**config.mk**
```make
export PLATFORM = sky130hd
export DESIGN_NAME = bto
export DESIGN_NICKNAME = d
export VERILOG_FILES = /design/src/rtl/bto.sv
export SDC_FILE = /design/constraint.sdc
export NUM_CORES = 1
export LEC_CHECK = 0
export CAP_MARGIN = 20
export CORE_MARGIN = 1.5
export CORE_UTILIZATION = 40
export CTS_BUF_LIST = sky130_fd_sc_hd__clkbuf_8
export DETAILED_ROUTE_END_ITERATION = 7
export GPL_ROUTABILITY_DRIVEN = 0
export PLACE_DENSITY_LB_ADDON = 0.2
export RECOVER_POWER = 25
export SETUP_SLACK_MARGIN = 0.15
export SYNTH_ARGS = -nofsm -noshare
export SYNTH_HDL_FRONTEND = slang
export SYNTH_SLANG_ARGS = --single-unit
```
**constraint.sdc**
```tcl
create_clock -name clk -period 2.8 [get_ports clk]
set_clock_uncertainty 0.1 [all_clocks]
set_input_delay 0.84 -clock clk [delete_from_list [all_inputs] [get_ports clk]]
set_output_delay 0.84 -clock clk [all_outputs]
set_load 0.005 [all_outputs]
```
**src/rtl/bto.sv**
```systemverilog
// Bus timeout monitor.
// Sits between the CPU bus master port and the address decoder / acknowledge
// multiplexer. Bus cycles pass through combinationally; a cycle that is not
// acknowledged within TIMEOUT strobe cycles is ended by a one-cycle synthetic
// acknowledge with zero read data. The first faulting access is recorded, a
// saturating fault count is kept, and a level interrupt can be raised.
// Software uses a two-word register window (status/control, fault address).
module bto #(
  parameter int unsigned TIMEOUT = 255
) (
  input  logic        clk,
  input  logic        rst_n,
  // CPU master side
  input  logic        m_stb,
  input  logic        m_we,
  input  logic [21:0] m_addr,
  output logic [31:0] m_din,
  output logic        m_ack,
  // decoder / multiplexer side
  output logic        s_stb,
  input  logic [31:0] s_din,
  input  logic        s_ack,
  // register window
  input  logic        reg_stb,
  input  logic        reg_we,
  input  logic        reg_addr,
  input  logic [31:0] reg_data_in,
  output logic [31:0] reg_data_out,
  output logic        reg_ack,
  output logic        irq
);

  // Last count value at which an un-acknowledged strobe is still allowed.
  localparam logic [15:0] CNT_LIMIT = 16'(TIMEOUT - 1);

  typedef enum logic {
    RUN,
    ABORT
  } state_t;

  state_t      r_state;
  state_t      w_next_state;

  logic [15:0] r_cnt;
  logic        r_flag;
  logic        r_ien;
  logic        r_fault_we;
  logic [21:0] r_fault_addr;
  logic [7:0]  r_fault_cnt;

  logic        w_pending;
  logic        w_fault;
  logic        w_wr_ctrl;
  logic        w_clr_flag;
  logic        w_clr_fcnt;
  logic        w_latch;
  logic [31:0] w_reg0;
  logic [31:0] w_reg1;
  logic        w_unused;

  // Control-register bits 30..2 have no function.
  assign w_unused = ^reg_data_in[30:2];

  // A strobe is outstanding and nobody answered it this cycle.
  assign w_pending = (r_state == RUN) && m_stb && !s_ack;

  // Timeout fires on the edge where the last allowed cycle also goes unanswered;
  // an acknowledge on that same edge wins because w_pending is then low.
  assign w_fault = w_pending && (r_cnt == CNT_LIMIT);

  // Status/control register write decode.
  assign w_wr_ctrl  = reg_stb && reg_we && !reg_addr;
  assign w_clr_flag = w_wr_ctrl && reg_data_in[0];
  assign w_clr_fcnt = w_wr_ctrl && reg_data_in[31];

  // Fault address is captured for the first fault only, or again when software
  // clears the flag on the very edge a new fault arrives.
  assign w_latch = w_fault && (!r_flag || w_clr_flag);

  // State register.
  always_ff @(posedge clk or negedge rst_n) begin
    if (!rst_n) begin
      r_state <= RUN;
    end else begin
      r_state <= w_next_state;
    end
  end

  // Next-state logic: ABORT lasts exactly one cycle.
  always_comb begin
    w_next_state = r_state;
    case (r_state)
      RUN:     if (w_fault) w_next_state = ABORT;
      ABORT:   w_next_state = RUN;
      default: w_next_state = RUN;
    endcase
  end

  // Output logic: transparent in RUN, synthetic zero-data acknowledge in ABORT.
  always_comb begin
    s_stb = m_stb;
    m_ack = s_ack;
    m_din = s_din;
    case (r_state)
      RUN: begin
        s_stb = m_stb;
        m_ack = s_ack;
        m_din = s_din;
      end
      ABORT: begin
        s_stb = 1'b0;
        m_ack = 1'b1;
        m_din = '0;
      end
      default: begin
        s_stb = m_stb;
        m_ack = s_ack;
        m_din = s_din;
      end
    endcase
  end

  // Wait-cycle counter: counts unanswered strobe cycles, restarts on any ack,
  // idle cycle, or timeout, and is held at zero through ABORT.
  always_ff @(posedge clk or negedge rst_n) begin
    if (!rst_n) begin
      r_cnt <= '0;
    end else if (w_pending && (r_cnt != CNT_LIMIT)) begin
      r_cnt <= r_cnt + 16'd1;
    end else begin
      r_cnt <= '0;
    end
  end

  // Fault flag: a new fault dominates a simultaneous software clear.
  always_ff @(posedge clk or negedge rst_n) begin
    if (!rst_n) begin
      r_flag <= 1'b0;
    end else if (w_fault) begin
      r_flag <= 1'b1;
    end else if (w_clr_flag) begin
      r_flag <= 1'b0;
    end
  end

  // Interrupt enable, loaded by every status/control write.
  always_ff @(posedge clk or negedge rst_n) begin
    if (!rst_n) begin
      r_ien <= 1'b0;
    end else if (w_wr_ctrl) begin
      r_ien <= reg_data_in[1];
    end
  end

  // First-fault capture of address and direction.
  always_ff @(posedge clk or negedge rst_n) begin
    if (!rst_n) begin
      r_fault_addr <= '0;
      r_fault_we   <= 1'b0;
    end else if (w_latch) begin
      r_fault_addr <= m_addr;
      r_fault_we   <= m_we;
    end
  end

  // Saturating fault counter; a clear coinciding with a fault leaves it at one.
  always_ff @(posedge clk or negedge rst_n) begin
    if (!rst_n) begin
      r_fault_cnt <= '0;
    end else if (w_clr_fcnt) begin
      r_fault_cnt <= w_fault ? 8'd1 : 8'd0;
    end else if (w_fault && (r_fault_cnt != '1)) begin
      r_fault_cnt <= r_fault_cnt + 8'd1;
    end
  end

  // Register read values.
  always_comb begin
    w_reg0        = '0;
    w_reg0[0]     = r_flag;
    w_reg0[1]     = r_ien;
    w_reg0[2]     = r_fault_we;
    w_reg0[15:8]  = r_fault_cnt;
    w_reg1        = {8'h00, r_fault_addr, 2'b00};
  end

  // Zero-wait-state register read mux, driven low when not selected.
  always_comb begin
    reg_data_out = '0;
    if (reg_stb) begin
      reg_data_out = reg_addr ? w_reg1 : w_reg0;
    end
  end

  assign reg_ack = reg_stb;
  assign irq     = r_flag && r_ien;

endmodule
```
After elaboration in Yosys (flattened, before gate mapping):

Index checks and enable logic that the tools add are counted.

* register bits after elaboration: 50
* input port bits: 94
* output and inout port bits: 68
* logic and storage cells: 43

* add/sub/neg operators: 2
* equal/unequal tests: 3
* mux-type cells: 13
* bitwise gates (word level): 1
* reduce and logical (&&, ||, !) cells: 17

Operators by type and width (count)
* $pmux W32 S2: 1
* $mux W32: 1
* $mux W24: 1
* $add A16 B1 Y16 const B: 1
* $eq A16 B8 Y1 const B: 1
* $mux W16: 1
* $mux W8: 2
* $ne A16 B8 Y1 const B: 1
* $logic_and A1 B1 Y1: 11
* $add A8 B1 Y8 const B: 1
* $ne A8 B8 Y1 const B: 1
* $pmux W1 S2: 3
* $mux W1: 4
* $reduce_bool A2 Y1: 2
* $logic_not A1 Y1: 3
* $logic_or A1 B1 Y1: 1
* $not A1 Y1: 1

Logic depth before layout (Yosys ltp):

Gate-level depths: netlist of the first run.

* word-level depth: 7
* depth in mapped cells: 8
* depth with buffers taken out: 7

Worst setup path before layout of the first run:

No wires, ideal clock.

* path kind: input to output
* start: in reg_addr
* end: out reg_data_out[11]
* data arrival time: 1726 ps
* required time: 1860 ps
* slack: 134 ps
* cell stages on the path: 4
* buffers on the path: 2
* path through: clkbuf_1 buf_1 mux2i_1 nor2b_1

* cells in the longest elaborated chain, start to end: 2

RTL lines
* start, declared: RTL line 26 `input logic reg_addr,`
* $mux W24: RTL line 191 `reg_data_out = reg_addr ? w_reg1 : w_reg0;`
* $mux W32: RTL line 190 `if (reg_stb) begin`
* end, declared: RTL line 28 `output logic [31:0] reg_data_out,`

No other way between the ends.

Worst setup path in the final report of the first run:

* start: in reg_addr
* end: out reg_data_out[15]

Same word-level chain as after synthesis.

==> results.ini, run 1 <==
[pwr]
p_leak_uw=0.00213
peakVddDrop_mv=0.227
p_comb_share_pct=16.2
p_int_uw=1070
power_density_mw_per_mm2=316
switching_share_pct=22.2
power_switching_uw=306
pwr-share-clk_pct=30.8
seq_power_share_pct=53.0

[floorplanning]
dieArea_sq_mm=0.00757
die_h_um=87.0
fp.dieW_um=87.0
ios=162
rows=30
initial_utilization_pct=41.6
fp.coreArea_sq_mm=0.00679

[clock_tree]
cts_htree_levels=2
clk_pin_slew_worst_paths_ps=80
cts_tree=yes
hold_buffers=0
root_buffer=clkbuf_8
clock_path_buffers=2
cts.sinks=50
numCtsBuffers=5
clk_latency_ps=300

[sta]
slew_violations=0
timing.fmax_ghz=0.381
period_needed_ps=2620
max-slew-margin-rel_pct=27.4
rsz0062_at_grt=yes
hold_viol_final=0
worst_slew_pin_slew_ps=1090
layout_setup_ws_ps=177
setup_viol=0
final.period_utilization_pct=93.7
setup_tns_ps=0

[critical_path]
cp_data_required_time_ps=1860
arrival_ps=1680
crit_type=in -> out
cp-start-kind=primary input
reg2reg_from=r_cnt[8]$_DFF_PN0_
critPathMaxFanout=7
end_kind=primary output
startpoint=reg_addr

[global_route]
grt_pass1_wl_um=11800
antenna_found_initial=0
grt-ovfl-total=0
grt_max_degree=24
track_usage_pct=19.8
grt_pass1_vias=2421

[placement]
pre_cts_ws_ps=-438
dp_hpwl_um=5360
port_buffers=124

[status]
outcome=finished, final reports clean

[synthesis]
avgSynthCellArea_sq_um=10.1
synth_cell_types=46
ys_seq_area_share_pct=44.3
synth-main-ff-cell=dfrtp_1
synth_warnings=0
ys_ff_latch=50
async_reset_ff_share_pct=100
synth-edff-count=0
syn_area_sq_mm=0.00282
synthCells=280

[routing]
wl_um=7390
firstDrtPassIters=4
drc=0
vias=2503
ant_nets=0
wl_per_cell_um=14.4
via_per_inst=4.86
drt_first_iter_violations=113

[min_path]
hp-start=r_fault_addr[3]$_DFFE_PN0P_
hold_class=reg -> reg

[finish]
drive_above_1_share_pct=16.5
mostFrequentLayoutCell=clkdlybuf4s50_1
antenna-diode-count=0
final_cell_mix=clkdlybuf4s50_1, dlygate4sd2_1, dfrtp_1
nets=515
area_delta_synth_final_pct=54.1

[job]
cap_violations=0

-- metrics by stage --
stage | hold WS [ps] | area, sq um | cells | utilization [%] | power, uW
3_3_place_gp | 380 | 4220 | 496 | 62.1 | 964
3_5_place_dp | 386 | 4220 | 496 | 62.1 | 966
6_report | 407 | 4350 | 515 | 64.1 | 1380
2_1_floorplan | 372 | 2850 | 287 | - | 803
4_1_cts | 363 | 4330 | 512 | 63.8 | 1390
5_1_grt | 412 | 4350 | 515 | 64.1 | 1430
-- critical path, cell delays in order --
cell and delay [ps]:
buf_8 110, buf_12 130, buf_8 120, buf_4 130, mux2i_1 100, nor2b_1 110, buf_2 130
-- cells by family (layout without fill, tap and decap cells) --
logic type / count (synthesis) / after routing / synth area share [%]
muxes: 35 / 35 / 13.5
xor gates and xnor gates: 13 / 13 / 4.03
AOI/OAI and AO/OA: 18 / 18 / 4.30
buffers and inverters: 31 / 163 / 5.45
and+or+nand+nor: 129 / 129 / 27.0
adders and majority gates: 3 / 3 / 1.33
DFF: 50 / 50 / 44.3
other: 1 / 8 / 0.133
-- per-layer routing --
metal / vias up / track usage [%] / share of wire [%]
met4: 0 / 4.99 / 0.91
met5: - / 0 / 0
met2: 91 / 34.5 / 50
met3: 7 / 3.32 / 6.1
li1: 1222 / - / -
met1: 1183 / 25.4 / 43
-- sequential cells by signal (all words and copies together) (netlist names) --
name and count:
r_state 1, r_fault_addr 22, r_flag 1, r_cnt 16
r_fault_cnt 8, r_fault_we 1, r_ien 1
-- power by group through the flow --
| stage | combinational, uW | sequential [uW] | clock (uW) |
|---|---|---|---|
| floorplan | 60.5 | 743 | 0 |
| global placement | 220 | 744 | 0 |
| detailed placement | 222 | 744 | 0 |
| CTS | 222 | 730 | 440 |
| global route | 243 | 730 | 460 |
| finish | 223 | 730 | 424 |
-- final timing paths --
| path | endpoint | slack, ps | depth (start not counted) |
|---|---|---|---|
| min in group asynchronous | r_cnt[9]$_DFF_PN0_ | 570 | 1 |
| max in group asynchronous | r_fault_addr[9]$_DFFE_PN0P_ | 520 | 2 |
| hold / removal | r_fault_addr[3]$_DFFE_PN0P_ | 410 | 1 |
| hold reg to reg | r_fault_addr[3]$_DFFE_PN0P_ | 410 | 1 |
| setup / recovery | reg_data_out[15] | 180 | 7 |
| setup reg to reg | r_fault_cnt[5]$_DFFE_PN0P_ | 250 | 4 |
-- cells in the mapped netlist, types with 2 or more instances --
library cell	number	share of area, %
o21ai_0	3	0.53
clkbuf_1	9	1.2
o31ai_1	2	0.53
buf_2	2	0.35
nand4_1	7	1.6
nand4b_1	2	0.62
xnor2_1	9	2.8
or4_1	3	0.80
nand3_1	8	1.4
or2_2	3	0.66
nand2_1	10	1.3
buf_4	9	2.4
xor2_1	4	1.2
o211ai_1	2	0.53
nor2b_1	42	9.3
dfrtp_1	50	44
nor3_1	4	0.71
and3_1	14	3.1
nor2_1	22	2.9
ha_1	3	1.3
nor4_1	2	0.44
mux2_2	24	9.6
inv_1	9	1.2
mux2i_1	11	3.9
and3b_1	2	0.62
a21oi_1	4	0.71
-- area by class of cell --
type / instances / area, sq um
clock buffer: 6 / 82.6
clock inverter: 2 / 8.76
tap: 96 / 120
fill: 572 / 2440
inverter: 9 / 33.8
multi-input combinational: 206 / 1450
sequential: 50 / 1250
timing repair buffer: 146 / 1400
-- what timing repair did --
action / CTS / global route
gates resized for setup: 89 / 9
gates cloned: 2 / 0
endpoints found under the setup margin: 59 / 7
buffers inserted: 6 / 3
pin swaps: 0 / 0
Note: power is estimated with default switching activity, not from simulation.
==> run 2: changes to the inputs <==
--- a/config.mk
+++ b/config.mk
@@ -9,10 +9,11 @@
 export CORE_MARGIN = 1.5
 export CORE_UTILIZATION = 40
 export CTS_BUF_LIST = sky130_fd_sc_hd__clkbuf_8
+export CTS_CLUSTER_DIAMETER = 40
 export DETAILED_ROUTE_END_ITERATION = 7
 export GPL_ROUTABILITY_DRIVEN = 0
 export PLACE_DENSITY_LB_ADDON = 0.2
-export RECOVER_POWER = 25
+export RECOVER_POWER = 100
 export SETUP_SLACK_MARGIN = 0.15
 export SYNTH_ARGS = -nofsm -noshare
 export SYNTH_HDL_FRONTEND = slang
==> run 2 against run 1 <==
Net effect:
- critical path depth shrank 4
- die area stayed put
- global-route usage unchanged
- register-to-register slack improved by 20 ps
- setup slack worse by 85 ps
- first-iteration DRC count increased by 23%
- via count is essentially flat
- core utilization down 1.0 points
- hold slack better by 1.0 ps
- routed wire length is 0.65% lower
- sequential power is essentially flat
==> results.ini, run 2 (synthesized netlist as in run 1, its figures left out) <==
[status]
outcome=finished, final reports clean

[critical_path]
cp_data_required_time_ps=1860  ; about the same
cpMaxStageDelayCell=dlygate4sd3_1
path_cells=dlygate4sd3_1 -> nor2b_1 -> dlygate4sd2_1
slowest_delay_ps=530  ; +400 ps
crit_family=buffers and inverters
cp-start-kind=primary input
critPathMaxFanout=1  ; -6
path_buf_inv=2  ; -3
arrival_ps=1770  ; +90 ps
ff2ff_setup_slack_ps=270  ; +20 ps
crit_type=in -> out
end_kind=primary output

[sta]
max-slew-margin-rel_pct=27.2  ; -0.20 points
layout_setup_ws_ps=92.2  ; -84.8 ps
timing.fmax_ghz=0.369  ; -3.1%
rsz0062_at_grt=yes
final.period_utilization_pct=96.7  ; +3.0 points
setup_tns_ps=0  ; unchanged
worst_slew_pin_slew_ps=1090  ; +3.07 ps
setup_viol=0  ; unchanged
slew_violations=0  ; unchanged
hold_viol_final=0  ; unchanged
period_needed_ps=2710  ; +84.8 ps

[placement]
pre_cts_ws_ps=-438  ; unchanged
port_buffers=124  ; unchanged
placedInstanceArea_sq_mm=0.00422  ; unchanged
dp.cells=496  ; unchanged
dp_hpwl_um=5360  ; unchanged

[global_route]
grt_pass1_vias=2421  ; unchanged
grt_max_degree=24  ; unchanged
grt-ovfl-total=0  ; unchanged
grt_pass1_wl_um=11800  ; unchanged
antenna_found_initial=0  ; unchanged
track_usage_pct=19.8  ; unchanged

[finish]
regMostFlops=r_fault_addr
nets=515  ; unchanged
largest_registers=r_fault_addr: 22 flops, r_cnt: 16 flops, r_fault_cnt: 8 flops
largest_reg_flops=22  ; unchanged
area_delta_synth_final_pct=51.6
multi_input_area_sq_mm=0.00143  ; -1.3%
antenna-diode-count=0  ; unchanged
layoutNonFillerInstCount=515  ; unchanged
num-fill-cells=585  ; +2.3%
final_cell_mix=dlygate4sd2_1, dfrtp_1, clkdlybuf4s50_1
final_area_sq_mm=0.00428  ; -1.6%
seq_area_sq_mm=0.00125  ; unchanged
drive_above_1_share_pct=13.8  ; -2.6 points

[floorplanning]
die_h_um=87.0  ; unchanged
initial_utilization_pct=41.6  ; unchanged
rows=30  ; unchanged
fp.coreArea_sq_mm=0.00679  ; unchanged
ios=162  ; unchanged
fp.dieW_um=87.0  ; unchanged
dieArea_sq_mm=0.00757  ; unchanged

[clock_tree]
cts.sinks=50  ; unchanged
cts_htree_levels=2  ; unchanged
root_buffer=clkbuf_8
clk_latency_ps=300  ; about the same
clock_path_buffers=2  ; unchanged
cts_tree=yes
hold_buffers=0  ; unchanged
clk_pin_slew_worst_paths_ps=80  ; about the same
numCtsBuffers=5  ; unchanged

[routing]
wl_per_cell_um=14.3  ; -0.65%
via_per_inst=4.86  ; about the same
vias=2502  ; -0.040%
firstDrtPassIters=4  ; unchanged
wl_um=7350  ; -0.65%
drc=0  ; unchanged
drt_first_iter_violations=139  ; +23%
ant_nets=0  ; unchanged

[pwr]
power_density_mw_per_mm2=319  ; +0.76%
peakVddDrop_mv=0.226  ; -0.34%
p_leak_uw=0.00208  ; -2.0%

[min_path]
hold_class=reg -> reg

[job]
cap_violations=0  ; unchanged

## run 2: routing by layer
metal  vias up  share of wire [%]  track usage (%)  wire, um
met5         -                  0                0         0
met4         0               0.91             4.99        67
met3         7                6.4             3.32       468
met2        93                 50             34.5      3700
met1      1181                 42             25.4      3110
li1       1221                  -                -         -
## run 2: timing repair
item                       4_1_cts  5_1_grt
cloned                           2        0
gates resized for setup         89        9
setup endpoints to repair       59        7
setup buffers                    6        3
## run 2: final timing paths
path	startpoint	end	depth (start not counted)
worst max-delay path	s_din[23]	m_din[23]	3
worst min-delay path	r_fault_addr[3]$_DFFE_PN0P_	r_fault_addr[3]$_DFFE_PN0P_	1
worst max register to register	r_cnt[8]$_DFF_PN0_	r_fault_cnt[5]$_DFFE_PN0P_	4
worst min register to register	r_fault_addr[3]$_DFFE_PN0P_	r_fault_addr[3]$_DFFE_PN0P_	1
max in group asynchronous	rst_n	r_fault_addr[9]$_DFFE_PN0P_	2
min in group asynchronous	rst_n	r_cnt[9]$_DFF_PN0_	1
## run 2: area by class of cell
| type | count | share of cell area (%) |
|---|---|---|
| multi-input cells | 206 | 33.5 |
| repair buffers | 146 | 31.6 |
| flip-flops and latches | 50 | 29.2 |
| well taps | 96 | 2.81 |
| clock buffers | 6 | 1.93 |
| inverters | 9 | 0.789 |
| clock inverters | 2 | 0.205 |
## run 2: report_power, final
part	switching [uW]	internal, uW	leakage, uW
sequential	4.17	725	0.000696
clock	226	196	0.0000524
combinational	73.4	140	0.00133
total	304	1060	0.00208
## run 2: metrics by stage
stage / total power (uW) / util [%] / hold WS (ps)
2_1_floorplan: 803 / - / 372
3_3_place_gp: 964 / 62.1 / 380
3_5_place_dp: 966 / 62.1 / 386
4_1_cts: 1390 / 63.8 / 363
5_1_grt: 1420 / 63.0 / 412
6_report: 1370 / 63.0 / 408
==> run 3: changes to the inputs <==
--- a/config.mk
+++ b/config.mk
@@ -12,7 +12,7 @@
 export CTS_CLUSTER_DIAMETER = 40
 export DETAILED_ROUTE_END_ITERATION = 7
 export GPL_ROUTABILITY_DRIVEN = 0
-export PLACE_DENSITY_LB_ADDON = 0.2
+export PLACE_DENSITY_LB_ADDON = 0.1
 export RECOVER_POWER = 100
 export SETUP_SLACK_MARGIN = 0.15
 export SYNTH_ARGS = -nofsm -noshare
==> run 3 against run 2 <==
Net effect:
- hold slack lost 3.2 ps
- cell count down 0.97%
- fmax grew 0.31%
- via count fell by 2.2%
- routed wire length decreased by 0.26%
- clock-buffer cell count did not move
- sequential power hardly changed
- non-clock buffer count is 3 lower
- register-to-register slack got worse by 90 ps
- total power shrank 0.90%
- global-route usage down 0.68 points
- critical path type unchanged
==> results.ini, run 3 (synthesized netlist as in run 1, its figures left out) <==
[status]
outcome=finished, final reports clean

[finish]
largest_reg_flops=22  ; unchanged
largest_registers=r_fault_addr: 22 flops, r_cnt: 16 flops, r_fault_cnt: 8 flops
num-fill-cells=603  ; +3.1%
drive_above_1_share_pct=13.8  ; -0.074 points
final_cell_mix=dlygate4sd2_1, dfrtp_1, clkdlybuf4s50_1
regMostFlops=r_fault_addr
nets=512  ; -0.58%
final_area_sq_mm=0.00426  ; -0.44%
area_delta_synth_final_pct=51.0
antenna-diode-count=0  ; unchanged

[critical_path]
path_cells=dlygate4sd3_1 -> nor2b_1 -> dlygate4sd2_1
cpMaxStageDelayCell=dlygate4sd3_1
path_buf_inv=2  ; unchanged
critPathMaxFanout=1  ; unchanged
ff2ff_setup_slack_ps=180  ; -90 ps
arrival_ps=1760  ; about the same
cp_data_required_time_ps=1860  ; about the same
slowest_delay_ps=530  ; about the same
reg2reg_to=r_fault_addr[5]$_DFFE_PN0P_
reg2reg_from=r_cnt[12]$_DFF_PN0_
cp-start-kind=primary input
crit_family=buffers and inverters
end_kind=primary output
crit_type=in -> out
ff2ff_path_depth=5  ; +1

[routing]
drc=0  ; unchanged
via_per_inst=4.80  ; -1.2%
wl_met1_um=3140  ; +1.1%
ant_nets=0  ; unchanged
wl_um=7330  ; -0.26%
dr_wl_met3_um=526  ; +12%
drt_first_iter_violations=114  ; -18%
firstDrtPassIters=4  ; unchanged
wl_per_cell_um=14.4  ; +0.72%
wl_met2_um=3600  ; -2.9%
highest_layer=met4
vias=2448  ; -2.2%

[pwr]
power_density_mw_per_mm2=317  ; -0.46%
peakVddDrop_mv=0.381  ; +69%
power_uw=1350  ; -0.90%
p_leak_uw=0.00210  ; +0.75%

[placement]
pre_cts_ws_ps=-430  ; +7.08 ps
dp_hpwl_um=5420  ; +1.2%
port_buffers=124  ; unchanged
placedInstanceArea_sq_mm=0.00423  ; +0.24%

[sta]
worst_slew_pin_slew_ps=1260  ; +165 ps
final.period_utilization_pct=96.4  ; -0.30 points
setup_viol=0  ; unchanged
period_needed_ps=2700  ; -8.30 ps
rsz0062_at_grt=yes
max-slew-margin-rel_pct=16.1  ; -11 points
setup_tns_ps=0  ; unchanged
timing.fmax_ghz=0.370  ; +0.31%
hold_viol_final=0  ; unchanged
layout_setup_ws_ps=100  ; +8.30 ps
slew_violations=0  ; unchanged
whs_ps=404  ; -3.19 ps

[floorplanning]
fp.coreArea_sq_mm=0.00679  ; unchanged
initial_utilization_pct=41.6  ; unchanged
dieArea_sq_mm=0.00757  ; unchanged
ios=162  ; unchanged
rows=30  ; unchanged
fp.dieW_um=87.0  ; unchanged
die_h_um=87.0  ; unchanged

[global_route]
track_usage_pct=19.1  ; -0.68 points
antenna_found_initial=0  ; unchanged
grt_pass1_wl_um=11200  ; -5.2%
grt_pass1_vias=2289  ; -5.5%
grt-ovfl-total=0  ; unchanged
grt_max_degree=51  ; +110%

[min_path]
hp-start=r_fault_addr[15]$_DFFE_PN0P_
hold_end=r_fault_addr[15]$_DFFE_PN0P_
min_path_cells=1  ; unchanged
hold_class=reg -> reg

[clock_tree]
hold_buffers=0  ; unchanged
clock_path_buffers=2  ; unchanged
cts_tree=yes
root_buffer=clkbuf_8
cts_htree_levels=2  ; unchanged
numCtsBuffers=5  ; unchanged
clk_pin_slew_worst_paths_ps=80  ; about the same
cts.sinks=50  ; unchanged
clk_latency_ps=300  ; about the same

[job]
cap_violations=0  ; unchanged

[run 3: changes by cell type in the layout (fill, tap and decap cells not counted), moves of 2 or more]
cell	previous run	this run
buf_8	2	0
clkbuf_1	12	5
clkdlybuf4s50_1	42	48
dlygate4sd3_1	21	13
clkdlybuf4s25_1	2	6
[run 3: metrics by stage]
| step | std cells | util, % |
|---|---|---|
| after floorplan | 287 | - |
| after global placement | 499 | 62.2 |
| after CTS | 510 | 63.4 |
| after detailed placement | 499 | 62.2 |
| after global routing | 510 | 62.7 |
| final | 510 | 62.7 |
[run 3: how the worst max path moves through the flow]
stage | start | slack (ps) | endpoint | cells past startpoint
after floorplan | reg_addr | 260 | reg_data_out[11] | 4
after global placement | reg_addr | -410 | reg_data_out[2] | 5
after detailed placement | reg_addr | -430 | reg_data_out[2] | 5
after CTS | s_din[1] | 150 | m_din[1] | 3
after global routing | s_din[22] | 70 | m_din[22] | 3
final | s_din[17] | 100 | m_din[17] | 3
[run 3: power by group]
part	internal, uW	total [uW]	switching, uW
sequential	725	729	3.28
combinational	137	210	73.3
clock	191	414	223
total	1050	1350	299
[run 3: layout make-up]
| type | count | area (sq um) | area share [%] |
|---|---|---|---|
| multi-input combinational | 206 | 1440 | 33.7 |
| timing repair buffer | 143 | 1340 | 31.4 |
| sequential | 50 | 1250 | 29.4 |
| tap | 96 | 120 | 2.82 |
| clock buffer | 6 | 82.6 | 1.94 |
| inverter | 9 | 33.8 | 0.792 |
[run 3: layer usage]
layer  global-route usage, %  vias to the layer above
met3                    4.45                        8
met4                    4.40                        0
li1                        -                     1213
met5                       0                        -
met1                    23.7                     1136
met2                    33.5                       91
[run 3: timing repair]
item	CTS	global route
endpoints found under the setup margin	59	8
cloned	2	0
buffers inserted	3	0
gates resized for setup	81	9
